## src/rtl/sr_ctx.sv

```systemverilog
// Special-register context save/restore engine: streams the SR file out
// over a valid/ready port on save, and writes it back from a stream on restore.
`ifndef HBIT_DATA
`define HBIT_DATA 31
`endif
`ifndef HBIT_TGT_GP
`define HBIT_TGT_GP 3
`endif
`ifndef HBIT_SR
`define HBIT_SR 3
`endif

module sr_ctx #(
  parameter int P_NUM_SR = `HBIT_SR + 1
) (
  input  logic                  iw_clk,
  input  logic                  iw_rst,
  input  logic                  iw_save_req,
  input  logic                  iw_restore_req,
  input  logic                  iw_abort,
  output logic                  ow_busy,
  output logic                  ow_done,
  output logic [`HBIT_TGT_GP:0] ow_rd_addr,
  input  logic [`HBIT_DATA:0]   iw_rd_data,
  output logic [`HBIT_TGT_GP:0] ow_wr_addr,
  output logic [`HBIT_DATA:0]   ow_wr_data,
  output logic                  ow_wr_en,
  output logic                  ow_tx_valid,
  input  logic                  iw_tx_ready,
  output logic [`HBIT_DATA:0]   ow_tx_data,
  input  logic                  iw_rx_valid,
  output logic                  ow_rx_ready,
  input  logic [`HBIT_DATA:0]   iw_rx_data
);
  localparam int AW = `HBIT_TGT_GP + 1;
  localparam int DW = `HBIT_DATA + 1;
  // One extra count value so the index can reach P_NUM_SR without wrapping.
  localparam int IW = $clog2(P_NUM_SR + 1);
  localparam logic [IW-1:0] LAST_IDX = IW'(P_NUM_SR - 1);

  typedef enum logic [2:0] {
    ST_IDLE, ST_SAVE, ST_SAVE_DRAIN, ST_RESTORE, ST_RESTORE_LAST, ST_DONE
  } state_e;

  state_e        state_q, state_d;
  logic [IW-1:0] idx_q, idx_d;
  logic          tx_valid_q, tx_valid_d;
  logic [DW-1:0] tx_data_q, tx_data_d;
  logic          wr_en_q, wr_en_d;
  logic [AW-1:0] wr_addr_q, wr_addr_d;
  logic [DW-1:0] wr_data_q, wr_data_d;
  logic          tx_hs, rx_hs, tx_load;

  assign ow_busy     = (state_q != ST_IDLE);
  assign ow_done     = (state_q == ST_DONE);
  // Ready is withheld during abort so no word is accepted that would then be dropped.
  assign ow_rx_ready = (state_q == ST_RESTORE) && !iw_abort;
  assign ow_rd_addr  = (state_q == ST_SAVE) ? AW'(idx_q) : '0;
  assign ow_tx_valid = tx_valid_q;
  assign ow_tx_data  = tx_data_q;
  assign ow_wr_en    = wr_en_q;
  assign ow_wr_addr  = wr_addr_q;
  assign ow_wr_data  = wr_data_q;

  assign tx_hs   = tx_valid_q && iw_tx_ready;
  assign rx_hs   = ow_rx_ready && iw_rx_valid;
  assign tx_load = !tx_valid_q || iw_tx_ready;

  always_comb begin
    // NOTE: every signal gets a default before any branch so no latch is inferred.
    state_d    = state_q;
    idx_d      = idx_q;
    tx_valid_d = tx_valid_q;
    tx_data_d  = tx_data_q;
    wr_en_d    = 1'b0;
    wr_addr_d  = wr_addr_q;
    wr_data_d  = wr_data_q;
    if (state_q != ST_IDLE && iw_abort) begin
      state_d    = ST_IDLE;
      tx_valid_d = 1'b0;
    end else begin
      unique case (state_q)
        ST_IDLE: begin
          if (!iw_abort) begin
            if (iw_save_req) begin
              state_d = ST_SAVE;
              idx_d   = '0;
            end else if (iw_restore_req) begin
              state_d = ST_RESTORE;
              idx_d   = '0;
            end
          end
        end
        ST_SAVE: begin
          if (tx_load) begin
            tx_data_d  = iw_rd_data;
            tx_valid_d = 1'b1;
            idx_d      = idx_q + 1'b1;
            if (idx_q == LAST_IDX) state_d = ST_SAVE_DRAIN;
          end
        end
        ST_SAVE_DRAIN: begin
          if (tx_hs) begin
            tx_valid_d = 1'b0;
            state_d    = ST_DONE;
          end
        end
        ST_RESTORE: begin
          if (rx_hs) begin
            wr_en_d   = 1'b1;
            wr_addr_d = AW'(idx_q);
            wr_data_d = iw_rx_data;
            idx_d     = idx_q + 1'b1;
            if (idx_q == LAST_IDX) state_d = ST_RESTORE_LAST;
          end
        end
        ST_RESTORE_LAST: state_d = ST_DONE;
        ST_DONE:         state_d = ST_IDLE;
        default:         state_d = ST_IDLE;
      endcase
    end
  end

  // NOTE: state registers use non-blocking assignments so all flops update together.
  always_ff @(posedge iw_clk or posedge iw_rst) begin
    if (iw_rst) begin
      state_q    <= ST_IDLE;
      idx_q      <= '0;
      tx_valid_q <= 1'b0;
      tx_data_q  <= '0;
      wr_en_q    <= 1'b0;
      wr_addr_q  <= '0;
      wr_data_q  <= '0;
    end else begin
      state_q    <= state_d;
      idx_q      <= idx_d;
      tx_valid_q <= tx_valid_d;
      tx_data_q  <= tx_data_d;
      wr_en_q    <= wr_en_d;
      wr_addr_q  <= wr_addr_d;
      wr_data_q  <= wr_data_d;
    end
  end
endmodule

```

## config.mk

```make
export PLATFORM = sky130hd
export DESIGN_NAME = sr_ctx
export DESIGN_NICKNAME = d
export VERILOG_FILES = /design/src/rtl/sr_ctx.sv
export SDC_FILE = /design/constraint.sdc
export NUM_CORES = 1
export LEC_CHECK = 0
export ABC_CLOCK_PERIOD_IN_PS = 4000
export CAP_MARGIN = 40
export CORE_MARGIN = 3
export CORE_UTILIZATION = 44
export CTS_CLUSTER_DIAMETER = 200
export CTS_CLUSTER_SIZE = 8
export DETAILED_ROUTE_END_ITERATION = 8
export HOLD_SLACK_MARGIN = 0.12
export PLACE_DENSITY_LB_ADDON = 0.1
export SLEW_MARGIN = 20
export SYNTH_ARGS = -nofsm -noshare
export SYNTH_HDL_FRONTEND = slang
export SYNTH_SLANG_ARGS = --single-unit
```

## constraint.sdc

```tcl
create_clock -name iw_clk -period 4 [get_ports iw_clk]
set_clock_uncertainty 0.15 [all_clocks]
set_input_delay 0.8 -clock iw_clk [delete_from_list [all_inputs] [get_ports iw_clk]]
set_output_delay 0.8 -clock iw_clk [all_outputs]
set_load 0.02 [all_outputs]
```

==> metrics.txt, run 1 <==
WP data required=3.05 ns; setup violators final=0; max cap viols=0; yosys warns=0; CTS tree=done; vias per inst=4.80; Ant. Diodes=0; Post-CTS Setup Inserts=0; minimum clock period=3.38 ns; kind of critical path=input pin to output port; I/O pins=148; sequential share of the synthesized area=59.9%; Tightest Hold Check Type=flop to flop; clk_lat worst skew=roughly 0.32 ns; Top FF cell, synth=dfrtp_1; Syn Inst Count=~210; initial antenna violation count=0; IO Port Bufs=145; pwr dens=758 nW/um^2; EDFF count, synth=0; via count=about 2200; share of flip-flops with an asynchronous set or reset=100%; Residual DRC=0; clk slew on worst S/H paths=0.07 ns; final design utilization=between 70% and 80%; gpl congestion=around 0.8; Max VDD drop=about 0.39 mV; setup tns final=0 ns; area grow syn2layout=55.8%; Die Area=approximately 8200 sq um; Final Cycle Share=84.5%; CTS Buffer Depth=2; cts bufs inserted=9; Leakage=2.17 nW; largest net degree at the start of global routing=37; CTS sink count=75; Die W=90.4 um; syn avg cell area=15.0 sq um; most frequent cells in the layout=145 x clkdlybuf4s50_1, 75 x dfrtp_1, 67 x mux2_2; Slew Viols, Final=0; count of cell types in the netlist=38; Overflow after GRT=0; commonest non-fill, non-tap cell in the layout=clkdlybuf4s50_1; average wire per cell in the routed design=15.2 um; final hold violations=0; first-pass GRT wire length=11500 um; Die Y=roughly 90 um; Netlist Area Pre-Place=3130 sq um; Root Buffer=clkbuf_8; wirelength, routed=around 7000 um; first drt pass iteration count=4; Final #Nets=431; H-Tree Depth=3; total core area=6830 sq um; vias in the first global route=2304; Hold-fix buffers, CTS=0; status=completed; Worst R2R Setup Slack=1.98 ns; FILL cells=494; antenna viol nets, final=0; CP endpoint kind=output port; Worst EP arrival=2.43 ns; # rows=30; DRT iter0 DRCs=35; GRT Total Usage=between 15 and 20%; Worst setup SP type=input pin; share of cells above drive strength 1=26.2%; WHS=between 0.3 and 0.4 ns; Yosys reg bits=75; Total Power=3.70 mW; crit-path max FO=8; RSZ-0062 raised after global routing=no; f_max=approximately 300 MHz; Initial Util=between 40% and 50%; CTS-repair resized insts=0; Final HPWL DP=5340 um
## worst paths after layout
path                          startpoint              to  cells after the start
max                             iw_abort     ow_rx_ready                      4
min reg2reg                ow_wr_data[2]   ow_wr_data[2]                      1
max in group asynchronous         iw_rst  ow_tx_data[15]                      4
min                        ow_wr_data[2]   ow_wr_data[2]                      1
min in group asynchronous         iw_rst   ow_wr_data[8]                      2
max reg2reg                   state_q[0]   ow_tx_data[5]                      3
## synthesized netlist by cell type (all sizes together), types with 2 or more instances
cell | n | area (sq um)
o21ai | 4 | 23.8
ha | 2 | 25.0
and2b | 2 | 15.0
mux2 | 69 | 781
nor2b | 2 | 12.5
a21oi | 4 | 20.0
and2 | 4 | 25.0
nor2 | 5 | 26.3
and3 | 2 | 17.5
a22o | 2 | 17.5
buf | 11 | 87.6
nand2 | 5 | 26.3
dfrtp | 75 | 1880
inv | 6 | 22.5
## worst max-delay path, cell delays in order
cell	delay (ns)
clkdlybuf4s50_1	0.59
nor2_4	0.21
and3_4	0.23
clkdlybuf4s50_1	0.60
## per-layer routing
| metal | share of wire [%] | up-vias | track usage [%] |
|---|---|---|---|
| met2 | 50 | 97 | 29.4 |
| li1 | - | 1024 | - |
| met3 | 8.1 | 4 | 6.75 |
| met1 | 42 | 1080 | 21.3 |
| met5 | 0 | - | 0 |
| met4 | 0.67 | 0 | 5.74 |
## through the flow
| stage | setup slack [ns] | std cells | cell area, sq um |
|---|---|---|---|
| after global routing | 0.567 | 459 | 4880 |
| after global placement | 0.658 | 442 | 4640 |
| after floorplan | 1.14 | 210 | 3140 |
| after CTS | 0.614 | 459 | 4880 |
| final | 0.619 | 459 | 4880 |
| after detailed placement | 0.616 | 443 | 4660 |
## logic make-up after synthesis
kind of cell    count (synthesis)  synth area share (%)
buf+inv                        17                  3.51
simple gates                   27                  6.19
compound gates                 18                  4.55
fa+ha+maj                       2                 0.799
flops                          75                  59.9
other cells                     1                 0.120
mux                            69                  24.9
## report_power, final
group          internal (mW)  leakage (nW)  switching [mW]  total [mW]
sequential              1.11         0.951           0.194        1.30
clock                  0.369         0.111           0.263       0.632
combinational          0.967          1.11           0.801        1.77
total                   2.44          2.17            1.26        3.70
## registers in the layout (all words and copies together) (netlist names)
signal / count
ow_tx_data: 32
ow_wr_data: 32
idx_q: 3
ow_wr_addr: 3
state_q: 3
ow_tx_valid: 1
ow_wr_en: 1
## layout make-up
type	count	area [sq um]	area share [%]
inverter	6	22.5	0.461
timing repair buffer	148	1490	30.6
multi-input combinational	118	1150	23.6
clock inverter	4	73.8	1.51
tap	96	120	2.46
clock buffer	12	145	2.97
sequential	75	1880	38.4
No activity file was read; power rests on OpenSTA's default activity.
==> inputs of run 2 (changes only) <==
Settings changed: ABC_CLOCK_PERIOD_IN_PS 4000 to 3000, CORE_UTILIZATION 44 to 37.
Clock period 4 ns to 3 ns, I/O delays scaled along.
==> run 2 against run 1 <==
Against the previous run:
- critical path depth down 1
- clock-buffer cell count fell by 2
- die area is 18% higher
- worst setup slack worse by 0.48 ns
- non-clock buffer count down 1
- sequential share of layout area is 0.16 points higher
- cell area decreased by 0.41%
- largest cell class unchanged
- wire length up 2.9%
==> metrics.txt, run 2 (synthesized netlist as in run 1, its figures left out) <==
status=completed; wirelength, routed=7200 um (+2.9%); average wire per cell in the routed design=15.5 um (+2.0%); Final HPWL DP=5250 um (-1.7%); Initial Util=39.3% (-6.5 points); crit-path max FO=16 (+8); Die Area=9610 sq um (+18%); CP endpoint kind=output port; first-pass GRT wire length=12100 um (+5.1%); Worst R2R Path Depth=4 (+1); Final #Nets=430 (-0.23%); final design utilization=61.0% (-10 points); gpl congestion=0.811 (+2.2%); Hold-fix buffers, CTS=0 (unchanged); Die Y=98.0 um (+8.5%); Ant. Diodes=0 (unchanged); CTS sink count=75 (unchanged); setup violators final=0 (unchanged); final setup margin=0.143 ns (-0.475 ns); Final Cycle Share=95.2%; Power Internal=3.23 mW (+32%); via count=2188 (-0.77%); cts bufs inserted=9 (unchanged); IO Port Bufs=145 (unchanged); setup tns final=0 ns (unchanged); pwr dens=1010 nW/um^2 (+33%); Multi-input gate area=1150 sq um (unchanged); commonest non-fill, non-tap cell in the layout=clkdlybuf4s50_1; NetSw=1.68 mW (+33%); Comb pwr share=48.0% (+0.2 points); Clk pwr share=16.6% (-0.5 points); register area=1880 sq um (unchanged); Worst R2R Setup Slack=0.97 ns (-1.01 ns); vias per inst=4.73 (-1.6%); WP data required=2.25 ns (-0.80 ns); antenna viol nets, final=0 (unchanged); share of cells above drive strength 1=26.0% (-0.13 points); CTS-repair resized insts=0 (unchanged); CTS tree=done; max cap viols=0 (unchanged); Die W=98.0 um (+8.5%); GRT Total Usage=15.6% (-2.1 points); Max VDD drop=0.513 mV (+33%); RSZ-0062 raised after global routing=no; first drt pass iteration count=3 (-1); minimum clock period=approximately 2.9 ns; final hold violations=0 (unchanged); Worst EP arrival=2.11 ns (-0.32 ns); Overflow after GRT=0 (unchanged); Place WS=0.204 ns (-0.411 ns); Residual DRC=0 (unchanged); Post-CTS Setup Inserts=0 (unchanged); Tightest Hold Check Type=flop to flop; sequential share of power=35.4% (+0.3 points); Worst setup SP type=flop; area grow syn2layout=55.2%; f_max=350 MHz; largest net degree at the start of global routing=76 (+110%); Slew Viols, Final=0 (unchanged); vias in the first global route=2325 (+0.91%); hold path cells=1 (unchanged); clk_lat worst skew=0.33 ns (about the same); total core area=7970 sq um (+17%); I/O pins=148 (unchanged); kind of critical path=flop to output port; clk slew on worst S/H paths=0.07 ns (about the same); cell count after placement=448 (+1.1%); post-route non-filler standard cell count=463 (+0.87%); initial antenna violation count=0 (unchanged); most frequent cells in the layout=145 x clkdlybuf4s50_1, 75 x dfrtp_1, 67 x mux2_2; FILL cells=665 (+35%); # rows=32 (+6.7%); DRT iter0 DRCs=46 (+31%); WHS=0.343 ns (-0.0113 ns); CTS Buffer Depth=2 (unchanged); switch share=34.2% (+0.23 points); Root Buffer=clkbuf_8; Leakage=2.15 nW (-0.58%); H-Tree Depth=3 (unchanged)
-- run 2: cell count changes in the layout (fill, tap and decap cells not counted), sizes merged --
cell,previous run,this run
buf,3,2
clkbuf,12,10
clkinv,2,3
-- run 2: cell type report --
class,count,share of cell area [%]
clock buffers,10,2.62
clock inverters,5,1.62
inverters,6,0.463
multi-input cells,118,23.6
flip-flops and latches,75,38.6
well taps,102,2.62
repair buffers,147,30.4
-- run 2: metal layers --
layer / track usage [%] / up-vias / part of all wire [%]
met5: 0 / - / 0
met4: 4.90 / 0 / 1.7
met3: 6.86 / 10 / 8.9
met2: 23.7 / 94 / 46
met1: 20.2 / 1061 / 43
li1: - / 1023 / -
-- run 2: worst paths after layout --
check,startpoint,to
worst max-delay path,state_q[0],ow_rd_addr[0]
worst min-delay path,ow_tx_data[5],ow_tx_data[5]
worst max register to register,state_q[2],ow_wr_data[14]
worst min register to register,ow_tx_data[5],ow_tx_data[5]
max in group asynchronous,iw_rst,ow_tx_data[11]
min in group asynchronous,iw_rst,ow_wr_data[9]
-- run 2: power by group through the flow --
| stage | Clock, mW | Combinational [mW] | Sequential (mW) |
|---|---|---|---|
| after floorplan | 0 | 0.686 | 2.28 |
| final | 0.815 | 2.35 | 1.73 |
| after global placement | 0 | 2.36 | 1.73 |
| after global routing | 0.886 | 2.50 | 1.80 |
| after detailed placement | 0 | 2.38 | 1.75 |
| after CTS | 0.843 | 2.39 | 1.74 |
-- run 2: worst max-delay path, cell delays in order (launching register included) --
cell             delay (ns)
dfrtp_1                0.61
nor3b_1                0.39
and2_1                 0.18
clkdlybuf4s50_1        0.60
-- run 2: through the flow --
stage / instance area (sq um) / total power, mW
2_1_floorplan: 3140 / 2.96
3_3_place_gp: 4660 / 4.09
3_5_place_dp: 4660 / 4.14
4_1_cts: 4860 / 4.97
5_1_grt: 4860 / 5.19
6_report: 4860 / 4.90
==> inputs of run 3 (changes only) <==
Settings changed: ABC_CLOCK_PERIOD_IN_PS 3000 to not set.
==> results of run 3 <==
The final DEF is identical to that of run 2; final timing and power are the same.
